==> config.mk <==
export PLATFORM = sky130hd
export DESIGN_NAME = display_scan
export DESIGN_NICKNAME = d
export VERILOG_FILES = /design/src/rtl/display_scan.sv
export SDC_FILE = /design/constraint.sdc
export NUM_CORES = 1
export LEC_CHECK = 0
export BUFFER_PORTS_ARGS = -buffer_cell sky130_fd_sc_hd__buf_2
export CORE_UTILIZATION = 34
export CTS_BUF_LIST = sky130_fd_sc_hd__clkbuf_4 sky130_fd_sc_hd__clkbuf_8
export DETAILED_ROUTE_END_ITERATION = 8
export GPL_ROUTABILITY_DRIVEN = 0
export PLACE_DENSITY = 0.61
export SYNTH_ARGS = -nofsm -noshare
export SYNTH_HDL_FRONTEND = slang
export SYNTH_SLANG_ARGS = --single-unit
export TNS_END_PERCENT = 1
==> constraint.sdc <==
create_clock -name clk -period 2.82 [get_ports clk]
set_input_delay 0.141 -clock clk [delete_from_list [all_inputs] [get_ports clk]]
set_output_delay 0.141 -clock clk [all_outputs]
set_load 0.02 [all_outputs]
==> src/rtl/display_scan.sv <==
// Multiplexed 7-segment display scanner with per-slot anti-ghosting blanking,
// frame-synchronous value commit and optional leading-zero suppression.
module display_scan #(
   parameter int unsigned N_DIGITS    = 4,
   parameter int unsigned REFRESH_DIV = 27000,
   parameter int unsigned BLANK_CYC   = 2
) (
   input  logic                    clk,
   input  logic                    rst,
   input  logic [4*N_DIGITS-1:0]   valor,
   input  logic [N_DIGITS-1:0]     dp_in,
   input  logic                    load,
   input  logic                    blank_lz,
   output logic [6:0]              seg,
   output logic                    dp,
   output logic [N_DIGITS-1:0]     an,
   output logic                    frame_done
);

   localparam int unsigned CW = (REFRESH_DIV > 1) ? $clog2(REFRESH_DIV) : 1;
   localparam int unsigned IW = (N_DIGITS > 1) ? $clog2(N_DIGITS) : 1;
   localparam int unsigned VW = 4 * N_DIGITS;

   typedef enum logic {
      ST_BLANK = 1'b0,
      ST_SHOW  = 1'b1
   } state_t;

   state_t               state_q, state_d;
   logic [CW-1:0]        cnt_q, cnt_d;
   logic [IW-1:0]        idx_q, idx_d;
   logic                 tick_c, wrap_c;

   logic [VW-1:0]        act_val, pend_val;
   logic [N_DIGITS-1:0]  act_dp, pend_dp;
   logic                 pend_valid;

   logic [3:0]           nibs [N_DIGITS];
   logic [N_DIGITS-1:0]  zero_from;
   logic                 run_zero;
   logic [3:0]           cur_nib;
   logic                 cur_dp;
   logic                 suppress_c;

   logic [N_DIGITS-1:0]  an_d;
   logic [6:0]           seg_d;
   logic                 dp_d;
   logic                 fd_d;

   // Hex nibble to segment pattern {g,f,e,d,c,b,a}, active-high
   function automatic logic [6:0] hex7(input logic [3:0] n);
      logic [6:0] s;
      case (n)
         4'h0: s = 7'h3F;
         4'h1: s = 7'h06;
         4'h2: s = 7'h5B;
         4'h3: s = 7'h4F;
         4'h4: s = 7'h66;
         4'h5: s = 7'h6D;
         4'h6: s = 7'h7D;
         4'h7: s = 7'h07;
         4'h8: s = 7'h7F;
         4'h9: s = 7'h6F;
         4'hA: s = 7'h77;
         4'hB: s = 7'h7C;
         4'hC: s = 7'h39;
         4'hD: s = 7'h5E;
         4'hE: s = 7'h79;
         default: s = 7'h71;
      endcase
      return s;
   endfunction

   assign tick_c = (cnt_q == CW'(REFRESH_DIV - 1));
   assign wrap_c = tick_c && (idx_q == IW'(N_DIGITS - 1));

   // Prescaler and digit index advance
   always_comb begin
      cnt_d = tick_c ? '0 : cnt_q + CW'(1);
      idx_d = idx_q;
      if (wrap_c) begin
         idx_d = '0;
      end else if (tick_c) begin
         idx_d = idx_q + IW'(1);
      end
   end

   always_ff @(posedge clk) begin
      if (rst) begin
         cnt_q <= '0;
         idx_q <= '0;
      end else begin
         cnt_q <= cnt_d;
         idx_q <= idx_d;
      end
   end

   // Double-buffered value: pending is only committed at the frame boundary
   always_ff @(posedge clk) begin
      if (rst) begin
         act_val    <= '0;
         act_dp     <= '0;
         pend_val   <= '0;
         pend_dp    <= '0;
         pend_valid <= 1'b0;
      end else if (wrap_c) begin
         if (load) begin
            act_val <= valor;
            act_dp  <= dp_in;
         end else if (pend_valid) begin
            act_val <= pend_val;
            act_dp  <= pend_dp;
         end
         pend_valid <= 1'b0;
      end else if (load) begin
         pend_val   <= valor;
         pend_dp    <= dp_in;
         pend_valid <= 1'b1;
      end
   end

   // Active digit selection and leading-zero detection (digit i and above all zero)
   always_comb begin
      for (int i = 0; i < int'(N_DIGITS); i++) begin
         nibs[i] = act_val[4*i +: 4];
      end
      run_zero  = 1'b1;
      zero_from = '0;
      for (int i = int'(N_DIGITS) - 1; i >= 0; i--) begin
         run_zero     = run_zero && (nibs[i] == 4'h0);
         zero_from[i] = run_zero;
      end
      cur_nib    = nibs[idx_q];
      cur_dp     = act_dp[idx_q];
      suppress_c = blank_lz && (idx_q != '0) && zero_from[idx_q];
   end

   // Slot phase state register
   always_ff @(posedge clk) begin
      if (rst) begin
         state_q <= ST_BLANK;
      end else begin
         state_q <= state_d;
      end
   end

   // Next phase and next registered outputs
   always_comb begin
      state_d = state_q;
      an_d    = '1;
      seg_d   = '1;
      dp_d    = 1'b1;
      fd_d    = wrap_c;
      state_d = (cnt_d < CW'(BLANK_CYC)) ? ST_BLANK : ST_SHOW;
      case (state_q)
         ST_SHOW: begin
            an_d[idx_q] = 1'b0;
            if (!suppress_c) begin
               seg_d = ~hex7(cur_nib);
               dp_d  = ~cur_dp;
            end
         end
         default: begin
         end
      endcase
   end

   always_ff @(posedge clk) begin
      if (rst) begin
         an         <= '1;
         seg        <= '1;
         dp         <= 1'b1;
         frame_done <= 1'b0;
      end else begin
         an         <= an_d;
         seg        <= seg_d;
         dp         <= dp_d;
         frame_done <= fd_d;
      end
   end

endmodule

# After elaboration in Yosys (flattened, before gate mapping)
# Memories as Yosys holds them, arrays and structs flattened.
# Cells that the tools add are included.
dict set report classes {
  add_sub_neg 2
  magnitude_cmp 4
  n_eq_ne 2
  n_mux 17
  bitwise 6
  reduce_logical 18
}
# cell n
set ops {}
lappend ops {{$mux 16} 2}
lappend ops {{$logic_not 4->1} 4}
lappend ops {{$mux 4} 4}
lappend ops {{$add 15x1->15 const B} 1}
lappend ops {{$eq 15x15->1 const B} 1}
lappend ops {{$lt 15x2->1 const B} 1}
lappend ops {{$mux 15} 1}
lappend ops {{$mux 7} 2}
lappend ops {{$bmux 4 s2} 1}
lappend ops {{$logic_and 1x1->1} 7}
lappend ops {{$not 7->7} 1}
lappend ops {{$bmux 1 s2} 2}
lappend ops {{$mux 1} 4}
lappend ops {{$not 4->4} 1}
lappend ops {{$reduce_and 2->1} 2}
lappend ops {{$reduce_bool 2->1} 2}
lappend ops {{$reduce_or 2->1} 2}
lappend ops {{$ge 3x3->1 const B} 1}
lappend ops {{$lt 2x3->1 const B} 1}
lappend ops {{$not 1->1} 3}
lappend ops {{$not 2->3} 1}
lappend ops {{$reduce_or 3->1} 1}
lappend ops {{$add 2x1->2 const B} 1}
lappend ops {{$demux 1 s2} 1}
lappend ops {{2 further kinds} 2}
dict set report word_totals {
  regBits 72
  rom_bits 112
  inputBits 24
  output_inout_bits 13
  word_cells 62
  n_memories 1
}
# memory words width rd rd_clocked_by_memory_dff wr line_no
set mem_list {}
lappend mem_list {{(no name shown)} 16 7 1 0 0 53} ;# case (n)

# Logic depth before layout (Yosys ltp)
# Gate-level depths: netlist of the first run.
dict set report logic_depth {
  word_depth 10
  mapped_depth 9
  mapped_depth_nobuf 7
}

# Least setup slack after synthesis of the first run
# Ideal clock, no wire load.
dict set report synth_timing {
  path_kind {reg-to-reg}
  startpoint {reg cnt_q[0]}
  endpoint {reg pend_val[10]}
  arrival_ps 1992
  required_ps 2692
  setup_slack_ps 700
  stages_incl_launch_ff 10
  n_path_buf 2
  synth_period_minus_slack_ps 2120
  path_cell_list {dfxtp_1 -> ha_1 -> clkbuf_1 -> nand4b_1 -> nor4_4 -> nand2_1 -> and2_4 -> buf_6 -> mux2i_1 -> nor2_1}
}
dict set report synth_between {
  elab_chain_len 4
}
# element line_no
set synth_rtl {}
lappend synth_rtl {{start: declaration} 30} ;# logic [CW-1:0] cnt_q, cnt_d;
lappend synth_rtl {{start signal: assignment} 93} ;# cnt_q <= cnt_d;
lappend synth_rtl {{$eq 15x15->1} 74} ;# assign tick_c = (cnt_q == CW'(REFRESH_DIV - 1));
lappend synth_rtl {{$logic_and 1x1->1} 75} ;# assign wrap_c = tick_c && (idx_q == IW'(N_DIGITS - 1));
lappend synth_rtl {{$not 1->1 (no line)} n/a}
lappend synth_rtl {{$reduce_and 2->1 (no line)} n/a}
lappend synth_rtl {{end signal: assignment} 116} ;# pend_val <= valor;
lappend synth_rtl {{end: declaration} 34} ;# logic [VW-1:0] act_val, pend_val;
# No other way between the ends.
# A chain may end at the register's enable or synchronous reset.

# Worst setup path in the final report of the first run
dict set report layout_timing {
  startpoint {reg cnt_q[0]}
  endpoint {reg pend_dp[3]}
}
dict set report layout_between {
  elab_chain_len 4
}
# element line_no
set layout_rtl {}
lappend layout_rtl {{$eq 15x15->1} 74}
lappend layout_rtl {{$logic_and 1x1->1} 75}
lappend layout_rtl {{$not 1->1 (no line)} n/a}
lappend layout_rtl {{$reduce_and 2->1 (no line)} n/a}
lappend layout_rtl {{end signal: assignment} 117} ;# pend_dp <= dp_in;
lappend layout_rtl {{end: declaration} 35} ;# logic [N_DIGITS-1:0] act_dp, pend_dp;
# No other way between the ends.

==> summary.md, run 1 <==
## Status
- run status: complete, no violations

## Global routing
- number of global-route vias before repair: 2472
- first-pass GRT wire length: 11670 um
- largest net degree at the start of global routing: 52
- antenna violations before repair: 0
- met2 Resource Use GR: 0.2164
- GR Layer Usage met1: 0.1907
- GR Util met3: 0.03322
- global route hottest layer: met2
- leftover overflow at the end of global routing: 0
- total routing resource utilization after global routing: 0.1419

## Routing
- via count of the routed design: 2658
- detailed-route wire length per cell: 13.12 um
- detail-routed via count per cell: 4.886
- violation count after the first detailed-routing iteration: 147
- remaining number of nets flagged by the antenna check after routing: 0
- Pre-antenna DRT Iters: 4
- final WL: 7138 um
- number of DRC violations after detailed routing: 0

## Run
- Max Cap Violations: 0

## Clocking
- root buffer selected by CTS: clkbuf_8
- CTS-repair resized insts: 0
- TritonCTS clock tree: built
- sink count of the clock tree: 72
- cts bufs inserted: 9
- maximum buffer depth of the clock tree: 2
- # H-tree levels: 3
- post-CTS setup buffers: 0
- CTS clock-pin slew for the worst setup and hold paths: 0.08 ns
- number of hold buffers added after cts: 0
- worst-skew pair later-pin latency: 0.35 ns

## Cells and area
- most common cell after layout, fill and taps aside: dfxtp_1
- top library cells by usage in the layout, fill and taps aside: dfxtp_1, nand2_1, nor2_1
- growth of design area from synthesis to finish: 14.19%
- Antenna Diode Count: 0
- nets@finish: 440
- fraction of final layout cells sized beyond drive strength 1: 0.2165

## Synthesis
- warnings from Yosys: 0
- flip-flop cell with the highest count after synthesis: dfxtp_1
- Netlist Area Pre-Place: 3447 um^2
- Post-synth EDFFs: 0
- post-synthesis net count: 417
- flop and latch count out of synthesis: 72
- post-synthesis cell type count: 46
- Post-synth ARST share: 0
- synthesized netlist cell count: 383
- average footprint of a synthesized cell: 9.000 um^2
- proportion of synthesized chip area in sequential cells: 0.4181

## Hold path
- classification of the worst-slack hold path: in2reg

## Timing
- minimum period implied by the final worst setup slack: 2.385 ns
- period utilisation layout: 0.8456
- RSZ-0062 raised after global routing: no
- number of hold violations in the final report: 0
- fin. max-slew vios: 0
- slew at the pin closest to its max-slew limit: 0.5460 ns
- Final Setup Violations: 0
- Fin Setup TNS: 0 ns
- Final WS setup: 0.4353 ns
- Max Clk Rate: 419.3 MHz
- Layout Skew: 0.01373 ns
- Fin Hold WS: 0.03828 ns
- worst relative slew slack: 0.6360

## Floorplan
- number of ports placed on the die boundary: 37
- num rows: 36
- Core Box Area: 9819 um^2
- horizontal extent of the die: 102.7 um
- Die H: 102.7 um
- Initial Util: 0.3510
- Die Area: 10550 um^2

## Place
- quantity of I/O buffers inserted on ports: 36
- DP HPWL: 4859 um
- dpl ws: 0.4410 ns

## Pwr
- power density of the placed cells: 569.3 nW/um^2
- Max rail drop VDD: 0.3127 mV
- total power of the final layout: 2.241 mW
- static leakage: 1.501 nW

## Critical path
- Worst Path Required: 3.04 ns
- arrival time of data at the critical path endpoint: 2.60 ns
- Worst Setup End Kind: register
- worst-path maximum fanout: 20
- type of origin of the critical path: register
- critical setup path kind: reg2reg

## layer usage
layer	vias to the layer above	wire length (um)
met5	-	0
met4	0	135
met3	12	364
met2	64	3125
met1	1216	3512
li1	1366	-
## worst max-delay path: stages (launching register included)
cell and delay (ns):
dfxtp_1 0.41, ha_1 0.39, nand4b_1 0.21, nor4_4 0.53
nand2_1 0.14, and2_4 0.30, mux2i_1 0.22, nor2_1 0.05
## cell type report
class / instances / area [um^2]
inverters: 10 / 37.54
fillers: 1020 / 5883
well taps: 133 / 166.4
flip-flops and latches: 72 / 1441
clock buffers: 10 / 137.6
repair buffers: 39 / 202.7
clock inverters: 6 / 116.4
multi-input cells: 274 / 1834
## stage by stage
step / cell area [um^2] / std cells / utilization
after global routing: 3936 / 544 / 0.4009
after floorplan: 3447 / 383 / -
after global placement: 3682 / 528 / 0.3750
after detailed placement: 3682 / 528 / 0.3750
after CTS: 3936 / 544 / 0.4009
final: 3936 / 544 / 0.4009
## logic make-up after synthesis
logic type | Yosys count | synth area share
buf+inv | 37 | 0.04973
mux | 47 | 0.1655
simple gates | 152 | 0.2069
xor+xnor | 12 | 0.03049
fa+ha+maj | 10 | 0.03630
compound gates | 53 | 0.09292
flops | 72 | 0.4181
## path summary, 6_finish.rpt
check	startpoint	to	cells past startpoint	slack [ns]
worst min register to register	act_dp[2]$_SDFFE_PP0P_	act_dp[2]$_SDFFE_PP0P_	2	0.46
worst min-delay path	valor[12]	pend_val[12]$_SDFFE_PP0P_	3	0.04
worst max-delay path	cnt_q[0]$_SDFF_PP0_	pend_dp[3]$_SDFFE_PP0P_	7	0.44
worst max register to register	cnt_q[0]$_SDFF_PP0_	pend_dp[3]$_SDFFE_PP0P_	7	0.44
## power breakdown
part / total (mW) / switching [mW] / internal [mW]
combinational: 0.160 / 0.0871 / 0.0731
clock: 1.02 / 0.399 / 0.616
sequential: 1.07 / 0.0160 / 1.05
total: 2.24 / 0.502 / 1.74
## registers in the layout, indices dropped and copies added (netlist names), 2 cells and up
signal and flops:
act_val 16, pend_val 16, cnt_q 15, seg 7, act_dp 4, an 4
pend_dp 4, idx_q 2
## synth_stat cells, types with 3 or more instances
library cell / count / area [um^2]
nor2_1: 44 / 165.2
buf_6: 3 / 33.78
ha_1: 10 / 125.1
inv_1: 10 / 37.54
nand2_1: 61 / 229.0
o21ai_0: 6 / 30.03
nor3_1: 6 / 30.03
o211ai_1: 3 / 22.52
o221ai_1: 3 / 26.28
or2_2: 4 / 25.02
mux2i_1: 21 / 210.2
dfxtp_1: 72 / 1441
clkbuf_1: 20 / 75.07
nand3_1: 6 / 30.03
xnor2_1: 9 / 78.83
mux2_2: 20 / 225.2
nand4_1: 3 / 18.77
nor2b_1: 5 / 31.28
nand2b_1: 3 / 18.77
a21oi_1: 28 / 140.1
nor4_1: 5 / 31.28
mux4_2: 6 / 135.1
xor2_1: 3 / 26.28
Note: power is estimated with default switching activity, not from simulation.
==> run 2: changes to the inputs <==
--- a/config.mk
+++ b/config.mk
@@ -10,7 +10,7 @@
 export CTS_BUF_LIST = sky130_fd_sc_hd__clkbuf_4 sky130_fd_sc_hd__clkbuf_8
 export DETAILED_ROUTE_END_ITERATION = 8
 export GPL_ROUTABILITY_DRIVEN = 0
-export PLACE_DENSITY = 0.61
+export PLACE_DENSITY = 0.63
 export SYNTH_ARGS = -nofsm -noshare
 export SYNTH_HDL_FRONTEND = slang
 export SYNTH_SLANG_ARGS = --single-unit
==> constraint.sdc (replaced) <==
create_clock -name clk -period 2.1 [get_ports clk]
set_input_delay 0.105 -clock clk [delete_from_list [all_inputs] [get_ports clk]]
set_output_delay 0.105 -clock clk [all_outputs]
set_load 0.02 [all_outputs]
==> run 2 against run 1 <==
Fmax rose by 21%; final cell count rose by 5.0%; clock-buffer cell count fell by 1; via count rose by 6.2%; wire length rose by 2.1%; critical endpoint is now seg[3]$_SDFF_PP1_.
==> summary.md, run 2 (synthesized netlist as in run 1, its figures left out) <==
## Status
- run status: complete, no violations

## Timing
- Layout Skew: 0.01123 ns, -0.002498 ns
- slew at the pin closest to its max-slew limit: 0.5405 ns, -0.005488 ns
- Fin Hold WS: 0.01960 ns, -0.01868 ns
- number of hold violations in the final report: 0, unchanged
- worst relative slew slack: 0.6397, +0.003659
- Final Setup Violations: 0, unchanged
- minimum period implied by the final worst setup slack: 1.973 ns, -0.4120 ns
- Max Clk Rate: 506.9 MHz, +21%
- fin. max-slew vios: 0, unchanged
- Final WS setup: 0.1274 ns, -0.3080 ns
- Fin Setup TNS: 0 ns, unchanged
- period utilisation layout: 0.9394, +0.09373
- RSZ-0062 raised after global routing: no

## Place
- quantity of I/O buffers inserted on ports: 36, unchanged
- Placed Cells: 543, +2.8%
- dpl ws: 0.1041 ns, -0.3369 ns
- total cell area at the placement stage: 3807 um^2, +3.4%
- DP HPWL: 5179 um, +6.6%

## Global routing
- total routing resource utilization after global routing: 0.1518, +0.009885
- antenna violations before repair: 0, unchanged
- largest net degree at the start of global routing: 52, unchanged
- first-pass GRT wire length: 12410 um, +6.4%
- leftover overflow at the end of global routing: 0, unchanged
- number of global-route vias before repair: 2697, +9.1%

## Critical path
- type of origin of the critical path: register
- Worst Path Required: 2.34 ns, -0.70 ns
- arrival time of data at the critical path endpoint: 2.22 ns, -0.38 ns
- critical setup path kind: reg2reg
- worst-path maximum fanout: 6, -70%
- Worst Setup End Kind: register

## Pwr
- Max rail drop VDD: 0.3449 mV, +10%
- static leakage: 1.611 nW, +7.4%
- total power of the final layout: 2.745 mW, +23%
- power density of the placed cells: 664.3 nW/um^2, +17%

## Routing
- sum of met3 wire segment lengths after detailed routing: 427 um, +17%
- Pre-antenna DRT Iters: 4, unchanged
- DR WL met2: 3415 um, +9.3%
- violation count after the first detailed-routing iteration: 116, -21%
- top routing layer in use: met4
- detailed-route wire length per cell: 12.77 um, -2.7%
- detail-routed via count per cell: 4.942, +1.1%
- via count of the routed design: 2822, +6.2%
- number of DRC violations after detailed routing: 0, unchanged
- Met1 Wirelength: 3353 um, -4.5%
- remaining number of nets flagged by the antenna check after routing: 0, unchanged
- final WL: 7289 um, +2.1%

## Cells and area
- final design area excluding fillers: 4133 um^2, +5.0%
- biggest registers after layout: act_val: 16 flops, pend_val: 16 flops, cnt_q: 15 flops
- growth of design area from synthesis to finish: 19.89%
- Final Non-Filler Cells: 571, +5.0%
- fraction of the core area covered by cells at the end of the flow: 0.4209, +0.02001
- Antenna Diode Count: 0, unchanged
- top library cells by usage in the layout, fill and taps aside: dfxtp_1, nand2_1, nor2_1
- most common cell after layout, fill and taps aside: dfxtp_1
- fraction of final layout cells sized beyond drive strength 1: 0.2443, +0.02775
- nets@finish: 467, +6.1%

## Floorplan
- num rows: 36, unchanged
- number of ports placed on the die boundary: 37, unchanged
- Die Area: 10550 um^2, unchanged
- horizontal extent of the die: 102.7 um, unchanged
- Die H: 102.7 um, unchanged
- Core Box Area: 9819 um^2, unchanged
- Initial Util: 0.3510, unchanged

## Clocking
- post-CTS setup buffers: 0, unchanged
- root buffer selected by CTS: clkbuf_8
- # H-tree levels: 3, unchanged
- cts bufs inserted: 9, unchanged
- TritonCTS clock tree: built
- worst-skew pair later-pin latency: 0.35 ns, about the same
- maximum buffer depth of the clock tree: 2, unchanged
- sink count of the clock tree: 72, unchanged
- CTS clock-pin slew for the worst setup and hold paths: 0.08 ns, about the same

## Hold path
- classification of the worst-slack hold path: in2reg

## Run
- Max Cap Violations: 0, unchanged

==> run 2: area by class of cell <==
class                      count  area [um^2]
clock buffer                   9        123.9
clock inverter                 7        70.07
fill                        1016         5687
inverter                      10        37.54
multi-input combinational    274         1839
sequential                    72         1444
tap                          133        166.4
timing repair buffer          66        451.7
==> run 2: final timing paths <==
| kind | from | endpoint | slack, ns | cells after the start |
|---|---|---|---|---|
| min reg2reg | act_dp[2]$_SDFFE_PP0P_ | act_dp[2]$_SDFFE_PP0P_ | 0.46 | 2 |
| max | idx_q[0]$_SDFFE_PP0N_ | seg[3]$_SDFF_PP1_ | 0.13 | 6 |
| max reg2reg | idx_q[0]$_SDFFE_PP0N_ | seg[3]$_SDFF_PP1_ | 0.13 | 6 |
| min | rst | an[3]$_SDFF_PP1_ | 0.02 | 3 |
==> run 2: per-layer routing <==
| layer | global-route usage | vias up |
|---|---|---|
| li1 | - | 1415 |
| met1 | 0.1824 | 1314 |
| met2 | 0.2503 | 85 |
| met3 | 0.04407 | 8 |
| met4 | 0.07033 | 0 |
| met5 | 0 | - |
==> run 2: critical path, stage by stage (launching register included) <==
cell and delay (ns):
dfxtp_2 0.37, mux4_2 0.57, inv_1 0.14, ha_1 0.15, inv_1 0.05, mux4_2 0.44, nand2b_1 0.14
==> run 2: power breakdown <==
group	switching (mW)	internal, mW	total [mW]	leakage, nW
clock	0.528	0.548	1.08	0.0994
combinational	0.120	0.118	0.238	0.924
sequential	0.0223	1.41	1.43	0.587
total	0.670	2.08	2.75	1.61
==> run 2: repair_timing <==
action	CTS	global route
hold endpoints to repair	12	0
gates resized for setup	0	4
setup endpoints to repair	0	10
hold buffers	12	0
==> run 3: changes to the inputs <==
--- a/config.mk
+++ b/config.mk
@@ -10,7 +10,7 @@
 export CTS_BUF_LIST = sky130_fd_sc_hd__clkbuf_4 sky130_fd_sc_hd__clkbuf_8
 export DETAILED_ROUTE_END_ITERATION = 8
 export GPL_ROUTABILITY_DRIVEN = 0
-export PLACE_DENSITY = 0.63
+export PLACE_DENSITY = 0.57
 export SYNTH_ARGS = -nofsm -noshare
 export SYNTH_HDL_FRONTEND = slang
 export SYNTH_SLANG_ARGS = --single-unit
==> run 3 against run 2 <==
Register-to-register slack about the same; fmax down 0.63%; flip-flop and latch count unchanged.
==> summary.md, run 3 (synthesized netlist as in run 1, its figures left out) <==
## Clocking
- worst-skew pair later-pin latency: 0.35 ns, about the same
- # H-tree levels: 3, unchanged
- maximum buffer depth of the clock tree: 2, unchanged
- root buffer selected by CTS: clkbuf_8
- cts bufs inserted: 9, unchanged
- post-CTS setup buffers: 0, unchanged
- CTS clock-pin slew for the worst setup and hold paths: 0.09 ns, about the same
- TritonCTS clock tree: built
- sink count of the clock tree: 72, unchanged

## Timing
- RSZ-0062 raised after global routing: no
- Final Setup Violations: 0, unchanged
- period utilisation layout: 0.9453, +0.005935
- slew at the pin closest to its max-slew limit: 0.5409 ns, +0.0003692 ns
- minimum period implied by the final worst setup slack: 1.985 ns, +0.01246 ns
- Layout Skew: 0.01300 ns, +0.001766 ns
- Fin Setup TNS: 0 ns, unchanged
- worst relative slew slack: 0.6394, about the same
- fin. max-slew vios: 0, unchanged
- Max Clk Rate: 503.8 MHz, -0.63%
- number of hold violations in the final report: 0, unchanged

## Routing
- remaining number of nets flagged by the antenna check after routing: 0, unchanged
- detail-routed via count per cell: 4.850, -1.9%
- via count of the routed design: 2755, -2.4%
- number of DRC violations after detailed routing: 0, unchanged
- Pre-antenna DRT Iters: 4, unchanged
- detailed-route wire length per cell: 12.87 um, +0.82%
- violation count after the first detailed-routing iteration: 78, -33%
- final WL: 7310 um, +0.29%

## Critical path
- list of cells traversed by the critical path: or4b_4, nor4_4, nand2_1, and2_4, mux2i_1, nor2_1
- Worst Path Required: 2.33 ns, about the same
- path length in cells of the critical path: 6, unchanged
- worst-path maximum fanout: 20, +14
- arrival time of data at the critical path endpoint: 2.22 ns, about the same
- Largest delay share family, worst path: simple AND/OR/NAND/NOR gates
- number of cells on the worst reg-to-reg path: 6, unchanged
- type of origin of the critical path: register
- count of buffer and inverter cells on the critical path: 0, -2
- slowest cell on the critical path: or4b_4
- Worst Setup End Kind: register
- critical setup path kind: reg2reg
- biggest cell delay along the critical path: 0.54 ns, -0.03 ns

## Status
- run status: complete, no violations

## Cells and area
- nets@finish: 464, -0.64%
- top library cells by usage in the layout, fill and taps aside: dfxtp_1, nand2_1, nor2_1
- Antenna Diode Count: 0, unchanged
- fraction of final layout cells sized beyond drive strength 1: 0.2483, +0.003984
- growth of design area from synthesis to finish: 19.60%
- most common cell after layout, fill and taps aside: dfxtp_1
- biggest registers after layout: act_val: 16 flops, pend_val: 16 flops, cnt_q: 15 flops

## Floorplan
- horizontal extent of the die: 102.7 um, unchanged
- Initial Util: 0.3510, unchanged
- Core Box Area: 9819 um^2, unchanged
- Die H: 102.7 um, unchanged
- num rows: 36, unchanged
- Die Area: 10550 um^2, unchanged
- number of ports placed on the die boundary: 37, unchanged

## Global routing
- number of global-route vias before repair: 2648, -1.8%
- antenna violations before repair: 0, unchanged
- largest net degree at the start of global routing: 52, unchanged
- total routing resource utilization after global routing: 0.1507, -0.001148
- first-pass GRT wire length: 12430 um, +0.16%
- leftover overflow at the end of global routing: 0, unchanged

## Pwr
- Max rail drop VDD: 0.3284 mV, -4.8%
- static leakage: 1.589 nW, -1.4%
- total power of the final layout: 2.796 mW, +1.8%
- power density of the placed cells: 678.2 nW/um^2, +2.1%

## Place
- quantity of I/O buffers inserted on ports: 36, unchanged
- DP HPWL: 5148 um, -0.59%

## Run
- Max Cap Violations: 0, unchanged

## Hold path
- classification of the worst-slack hold path: in2reg
- Worst Hold Depth: 3, unchanged

## run 3: what timing repair did
action	in CTS	in global routing
hold buffers	10	0
gates resized for setup	0	5
setup endpoints to repair	0	3
endpoints found under the hold margin	10	0
## run 3: final timing paths
path                                from                         to  slack (ns)
setup / recovery     cnt_q[7]$_SDFF_PP0_  pend_val[13]$_SDFFE_PP0P_        0.11
hold / removal                 valor[11]  pend_val[11]$_SDFFE_PP0P_        0.01
setup reg to reg     cnt_q[7]$_SDFF_PP0_  pend_val[13]$_SDFFE_PP0P_        0.11
hold reg to reg   act_dp[1]$_SDFFE_PP0P_     act_dp[1]$_SDFFE_PP0P_        0.45
## run 3: per-layer routing
layer  track usage  wire (um)  vias up
met5             0          0        -
met4       0.06154        122        0
met3       0.04136        338       11
met2        0.2272       3229       58
met1        0.2031       3619     1279
li1              -          -     1407
## run 3: stage by stage
stage | utilization | worst slack, ns | cells | hold slack (ns) | cell area (um^2)
finish | 0.4199 | 0.1149 | 568 | 0.01002 | 4123
global route | 0.4199 | 0.003094 | 568 | 0.008146 | 4123
CTS | 0.4181 | 0.09174 | 568 | 0.0005041 | 4105
detailed placement | 0.3870 | 0.1109 | 542 | 0.3586 | 3800
global placement | 0.3870 | 0.1625 | 542 | 0.3553 | 3800
floorplan | - | 0.01662 | 383 | 0.2520 | 3447
## run 3: worst reg2reg max path, stage by stage (launching register included)
cell and delay (ns):
dfxtp_1 0.32, or4b_4 0.54, nor4_4 0.30, nand2_1 0.14, and2_4 0.30, mux2i_1 0.21
nor2_1 0.06
## run 3: layout make-up
type | count | area, um^2
Fill cell | 1040 | 5697
Multi-Input combinational cell | 274 | 1851
Sequential cell | 72 | 1443
Timing Repair Buffer | 63 | 420.4
Tap cell | 133 | 166.4
Clock buffer | 10 | 137.6
Clock inverter | 6 | 67.56
Inverter | 10 | 37.54
## run 3: power by group
| part | internal (mW) | switching, mW | total (mW) | leakage [nW] |
|---|---|---|---|---|
| Sequential | 1.41 | 0.0194 | 1.43 | 0.587 |
| Combinational | 0.117 | 0.120 | 0.238 | 0.903 |
| Clock | 0.585 | 0.545 | 1.13 | 0.0989 |
| Total | 2.11 | 0.684 | 2.80 | 1.59 |
